===== src/rtl/dm_arb_pkg.sv =====
`default_nettype none
// ============================================================================
//  Module      : dm_arb_pkg
//  Description : Shared types and constants for the two-port data-memory
//                arbiter (state encoding, master index, dm access codes).
//  Revision    : 1.0 - initial release
// ============================================================================
package dm_arb_pkg;

    // Arbiter ownership states
    typedef enum logic [1:0] {
        IDLE = 2'd0,
        GNT0 = 2'd1,
        GNT1 = 2'd2
    } arb_state_t;

    // Master index: 0 = CPU load/store path, 1 = DMA/debug loader
    typedef logic master_idx_t;

    localparam master_idx_t MASTER0 = 1'b0;
    localparam master_idx_t MASTER1 = 1'b1;

    // Access width/sign codes, identical to the dm.DMType encoding
    localparam logic [2:0] DMTYPE_WORD       = 3'd0;
    localparam logic [2:0] DMTYPE_HALFWORD   = 3'd1;
    localparam logic [2:0] DMTYPE_HALFWORD_U = 3'd2;
    localparam logic [2:0] DMTYPE_BYTE       = 3'd3;
    localparam logic [2:0] DMTYPE_BYTE_U     = 3'd4;

    // Default cap on consecutive locked beats for one master
    localparam int DEFAULT_MAX_BURST = 4;

endpackage
`default_nettype wire


===== src/rtl/dm_arb_pick.sv =====
`default_nettype none
// ============================================================================
//  Module      : dm_arb_pick
//  Description : Combinational winner select between the two masters.
//                DM_ARB_RR_EN defined   : round-robin, the master that did
//                                         not own the last transfer wins ties.
//                DM_ARB_RR_EN undefined : fixed priority, master 0 wins ties.
//  Revision    : 1.0 - initial release
// ============================================================================
module dm_arb_pick
    import dm_arb_pkg::*;
(
    input  logic [1:0]  req,
`ifdef DM_ARB_RR_EN
    input  master_idx_t last_owner,
`endif
    output logic        any_req,
    output master_idx_t winner
);

    // Pick the winner; only the tie case depends on the arbitration policy
    always_comb begin
        any_req = |req;
        winner  = MASTER0;
        if (req == 2'b10) begin
            winner = MASTER1;
        end
`ifdef DM_ARB_RR_EN
        else if (req == 2'b11) begin
            winner = (last_owner == MASTER0) ? MASTER1 : MASTER0;
        end
`endif
    end

endmodule
`default_nettype wire


===== src/rtl/dm_arbiter.sv =====
`default_nettype none
// ============================================================================
//  Module      : dm_arbiter
//  Description : Two-port arbiter sharing the data memory between the CPU
//                load/store path (m0) and a DMA/debug loader (m1). Per-beat
//                valid/ready arbitration, locked bursts capped at MAX_BURST
//                beats, registered read data returned to the owning master.
//                Optional feature macro: DM_ARB_RR_EN (round-robin ties).
//  Revision    : 1.0 - initial release
// ============================================================================
module dm_arbiter
    import dm_arb_pkg::*;
#(
    parameter int MAX_BURST = DEFAULT_MAX_BURST
)(
    input  logic        clk,
    input  logic        rstn,
    input  logic        m0_req,
    input  logic        m0_we,
    input  logic [31:0] m0_addr,
    input  logic [31:0] m0_wdata,
    input  logic [2:0]  m0_dmtype,
    input  logic        m0_lock,
    output logic        m0_gnt,
    output logic        m0_rvalid,
    output logic [31:0] m0_rdata,
    input  logic        m1_req,
    input  logic        m1_we,
    input  logic [31:0] m1_addr,
    input  logic [31:0] m1_wdata,
    input  logic [2:0]  m1_dmtype,
    input  logic        m1_lock,
    output logic        m1_gnt,
    output logic        m1_rvalid,
    output logic [31:0] m1_rdata,
    output logic        dm_we,
    output logic [31:0] dm_addr,
    output logic [31:0] dm_din,
    output logic [2:0]  dm_dmtype,
    input  logic [31:0] dm_dout,
    output logic        busy
);

    // Last beat index of a locked burst (beat_cnt counts from 0)
    localparam logic [3:0] BURST_LAST = 4'(MAX_BURST - 1);

    arb_state_t  state;
    arb_state_t  state_nxt;
    logic [3:0]  beat_cnt;
    logic [3:0]  beat_cnt_nxt;
    logic        xfer0;
    logic        xfer1;
    logic        cur_req;
    logic        cur_lock;
    logic        any_req;
    master_idx_t winner;
    arb_state_t  win_state;

    // Grants come straight from the state register, so they are registered
    // and drop as soon as the asynchronous reset hits.
    assign m0_gnt = (state == GNT0);
    assign m1_gnt = (state == GNT1);
    assign busy   = (state != IDLE);
    assign xfer0  = m0_gnt & m0_req;
    assign xfer1  = m1_gnt & m1_req;

`ifdef DM_ARB_RR_EN
    master_idx_t last_owner;
    master_idx_t pick_last;

    // While a master is transferring, it is the owner the tie-break must see
    always_comb begin
        pick_last = last_owner;
        if (state == GNT0) begin
            pick_last = MASTER0;
        end else if (state == GNT1) begin
            pick_last = MASTER1;
        end
    end

    // Remember who made the most recent transfer; m0 wins the first tie
    always_ff @(posedge clk or negedge rstn) begin
        if (!rstn) begin
            last_owner <= MASTER1;
        end else if (xfer0) begin
            last_owner <= MASTER0;
        end else if (xfer1) begin
            last_owner <= MASTER1;
        end
    end

    dm_arb_pick u_pick (
        .req        ({m1_req, m0_req}),
        .last_owner (pick_last),
        .any_req    (any_req),
        .winner     (winner)
    );
`else
    dm_arb_pick u_pick (
        .req        ({m1_req, m0_req}),
        .any_req    (any_req),
        .winner     (winner)
    );
`endif

    assign win_state = (winner == MASTER1) ? GNT1 : GNT0;

    // Ownership state and burst beat counter
    always_ff @(posedge clk or negedge rstn) begin
        if (!rstn) begin
            state    <= IDLE;
            beat_cnt <= 4'd0;
        end else begin
            state    <= state_nxt;
            beat_cnt <= beat_cnt_nxt;
        end
    end

    // Next-state: arbitrate from idle, hold under lock, release otherwise
    always_comb begin
        state_nxt    = state;
        beat_cnt_nxt = beat_cnt;
        cur_req      = 1'b0;
        cur_lock     = 1'b0;
        if (state == GNT0) begin
            cur_req  = m0_req;
            cur_lock = m0_lock;
        end else if (state == GNT1) begin
            cur_req  = m1_req;
            cur_lock = m1_lock;
        end
        case (state)
            IDLE: begin
                beat_cnt_nxt = 4'd0;
                state_nxt    = any_req ? win_state : IDLE;
            end
            GNT0, GNT1: begin
                if (!cur_req) begin
                    // owner walked away without a beat
                    state_nxt    = IDLE;
                    beat_cnt_nxt = 4'd0;
                end else if (cur_lock && (beat_cnt < BURST_LAST)) begin
                    beat_cnt_nxt = beat_cnt + 4'd1;
                end else begin
                    state_nxt    = any_req ? win_state : IDLE;
                    beat_cnt_nxt = 4'd0;
                end
            end
            default: begin
                state_nxt    = IDLE;
                beat_cnt_nxt = 4'd0;
            end
        endcase
    end

    // Route the owning master to dm; idle drives all zeros
    always_comb begin
        dm_we     = 1'b0;
        dm_addr   = 32'd0;
        dm_din    = 32'd0;
        dm_dmtype = 3'd0;
        if (state == GNT0) begin
            dm_we     = m0_req & m0_we;
            dm_addr   = m0_addr;
            dm_din    = m0_wdata;
            dm_dmtype = m0_dmtype;
        end else if (state == GNT1) begin
            dm_we     = m1_req & m1_we;
            dm_addr   = m1_addr;
            dm_din    = m1_wdata;
            dm_dmtype = m1_dmtype;
        end
    end

    // Capture load data on a load transfer; rdata holds until the next load
    always_ff @(posedge clk or negedge rstn) begin
        if (!rstn) begin
            m0_rvalid <= 1'b0;
            m1_rvalid <= 1'b0;
            m0_rdata  <= 32'd0;
            m1_rdata  <= 32'd0;
        end else begin
            m0_rvalid <= xfer0 & ~m0_we;
            m1_rvalid <= xfer1 & ~m1_we;
            if (xfer0 && !m0_we) begin
                m0_rdata <= dm_dout;
            end
            if (xfer1 && !m1_we) begin
                m1_rdata <= dm_dout;
            end
        end
    end

endmodule
`default_nettype wire


===== config.mk =====
export PLATFORM = sky130hd
export DESIGN_NAME = dm_arbiter
export DESIGN_NICKNAME = d
export VERILOG_FILES = /design/src/rtl/dm_arb_pkg.sv /design/src/rtl/dm_arb_pick.sv /design/src/rtl/dm_arbiter.sv
export SDC_FILE = /design/constraint.sdc
export NUM_CORES = 1
export LEC_CHECK = 0
export BUFFER_PORTS_ARGS = -buffer_cell sky130_fd_sc_hd__buf_4
export CAP_MARGIN = 40
export CORE_AREA = 2 2 119 121
export CTS_CLUSTER_DIAMETER = 40
export DETAILED_ROUTE_END_ITERATION = 10
export DIE_AREA = 0 0 121 123
export HOLD_SLACK_MARGIN = 0.15
export PLACE_DENSITY = 0.69
export SYNTH_ARGS = -nofsm -noshare
export SYNTH_HDL_FRONTEND = slang
export SYNTH_SLANG_ARGS = --single-unit

===== constraint.sdc =====
create_clock -name clk -period 3.1 [get_ports clk]
set_input_delay 0.62 -clock clk [delete_from_list [all_inputs] [get_ports clk]]
set_output_delay 0.62 -clock clk [all_outputs]
set_load 0.01 [all_outputs]

==> results_dict.tcl <==
set metrics [dict create \
    timing.hold.ws_ns 0.447 \
    final_common_cell "nand2_1" \
    critPathKind "reg -> out" \
    maxCapViolations 0 \
    syn_area_per_cell_um2 7.13 \
    critPathMaxFanout 46 \
    placed_area_mm2 0.00631 \
    rsz0062_at_grt "false" \
    first_pass_iters 4 \
    syn_to_final_growth_pct 76.7 \
    powerDensity_mw_per_mm2 859 \
    timing.setup.tns_ns 0 \
    post_cts_buffers 0 \
    wire_per_inst_um 15.3 \
    min_path_type "reg -> reg" \
    vdd_drop_max_mv 0.544 \
    slew_headroom_pct 52.5 \
    place_ws_ns 0.704 \
    synth.ff_latch_count 72 \
    tightest_slew_ns 0.712 \
    leakagePower_nw 3.60 \
    clkSinkCount 72 \
    setup_viol 0 \
    initial_core_util_pct 27.7 \
    drive_gt1_share_pct 41.0 \
    final_antenna_net_count 0 \
    clock_skew_ns 0.00501 \
    drtIter0Drc 239 \
    arrival_ns 2.15 \
    grt_usage_pct 19.8 \
    io_pins 311 \
    clock-root-buffer "clkbuf_16" \
    cp-start-kind "flip-flop" \
    syn_inst 529 \
    die_w_um 121 \
    fin_total_pwr_mw 5.73 \
    htreeDepth 3 \
    fin_nets 1005 \
    fin_crit_ns 2.77 \
    endpoint_kind "output port" \
    synthAdderAreaFrac_pct 1.99 \
    gp_congestion 0.824 \
    numCtsBuffers 9 \
    design_area_mm2 0.00667 \
    portBuffers 310 \
    rows 43 \
    dp_hpwl_um 12100 \
    yosys_warnings 0 \
    clk_latency_ns 0.33 \
    mostFrequentLayoutCells "nand2_1 (322), buf_4 (315), dfrtp_1 (72)" \
    finalCritPeriodShare_pct 89.3 \
    die-height_um 123 \
    grt_pass1_wl_um 22700 \
    grt_pass1_vias 4094 \
    core_mm2 0.0136 \
    setup_ws_ns 0.331 \
    r2r_slack_ns 0.80 \
    outcome "complete, no violations" \
    routed_wl_um 15500 \
    synth_xor_area_share_pct 0 \
    synthMuxAreaShare_pct 0.531 \
    drv_slew 0 \
    yosysUniqueCellTypes 23 \
    cts_hold_buf 1 \
    grt_max_degree 79 \
    overflow 0 \
    synth_area_mm2 0.00377 \
    fmax_mhz 361 \
    synth-simple-area-share_pct 34.6 \
    vias_per_cell 4.33 \
    ctsResizeCount 0 \
    clk_path_buf_depth 2 \
    finalHoldViolCount 0 \
    ys_seq_area_share_pct 47.8 \
    die_area_mm2 0.0149 \
    drc 0 \
    cts_tree "built" \
    synth-compound-area-share_pct 10.6 \
    path_clk_slew_ns 0.05 \
    antenna_found_initial 3 \
    synth_top_family_by_area "simple AND/OR/NAND/NOR gates" \
    critPathRequiredTime_ns 2.48 \
    via_count 4378 \
]
state kept, by name, indices dropped and copies added, names as in the netlist:
register   cells
m0_rdata      32
m1_rdata      32
beat_cnt       4
state          2
m0_rvalid      1
m1_rvalid      1
synth_stat cells:
master     count  area share [%]
conb_1         1           0.099
and3_1         1            0.17
nor3b_1        2            0.40
nand3b_1       1            0.20
inv_1          5            0.50
nor2b_1        2            0.33
o21ai_0       65             8.6
and4b_1        1            0.27
or2_1          1            0.17
inv_2          1           0.099
a22o_1         3            0.70
buf_2          8             1.1
nand3b_4       1            0.53
o21ai_1        2            0.27
nand2_1      322              32
dfrtp_1       72              48
mux2i_1        2            0.53
buf_1          8            0.80
a31oi_2        1            0.33
clkbuf_1      19             1.9
nand3_1        4            0.53
a2111oi_4      1            0.73
ha_1           6             2.0
per-layer routing:
layer	wire, µm	share of wire, %	vias up	track usage (%)
met1	6550	42	1944	25.7
met2	7170	46	179	31.2
met4	195	1.3	0	4.58
met5	0	0	-	0
met3	1570	10	14	7.80
li1	-	-	2241	-
through the flow:
| stage | std cells | utilization (%) |
|---|---|---|
| final | 1012 | 49.0 |
| after global routing | 1010 | 48.9 |
| after CTS | 1010 | 48.9 |
| after detailed placement | 993 | 46.3 |
| after global placement | 992 | 46.1 |
| after floorplan | 530 | - |
critical path: stages, from the launching register on:
cell and delay [ns]:
dfrtp_1 0.43, inv_1 0.14, ha_2 0.49, buf_12 0.28, nand2_1 0.07, o21ai_0 0.23, buf_4 0.17
cell families (layout without fill, tap and decap cells):
| kind of cell | Yosys count | in the layout |
|---|---|---|
| buffers and inverters | 41 | 341 |
| multiplexers | 2 | 2 |
| adder cells (fa/ha/maj) | 6 | 6 |
| AO/OA/AOI/OAI | 72 | 72 |
| flip-flops | 72 | 72 |
| AND/OR/NAND/NOR | 335 | 335 |
| other | 1 | 4 |
power by group:
group / internal, mW / total, mW / switching [mW]
Sequential: 1.36 / 1.61 / 0.249
Clock: 0.787 / 1.19 / 0.404
Combinational: 1.42 / 2.93 / 1.51
worst paths after layout:
| path | from | to | cells past startpoint |
|---|---|---|---|
| min in group asynchronous | rstn | m0_rdata[28] | 2 |
| max in group asynchronous | rstn | m1_rdata[9] | 3 |
| min | beat_cnt[0] | beat_cnt[0] | 1 |
| max reg2reg | state[1] | m0_rdata[14] | 7 |
| max | state[0] | dm_din[27] | 6 |
| min reg2reg | beat_cnt[0] | beat_cnt[0] | 1 |
final cells by class:
| type | count | area [µm²] |
|---|---|---|
| flip-flops and latches | 72 | 1800 |
| well taps | 180 | 225 |
| diodes | 2 | 5.00 |
| inverters | 6 | 22.5 |
| clock inverters | 7 | 120 |
| clock buffers | 9 | 225 |
| repair buffers | 319 | 2440 |
| multi-input cells | 417 | 1830 |
| fillers | 1390 | 6940 |
Note: power is estimated with default switching activity, not from simulation.
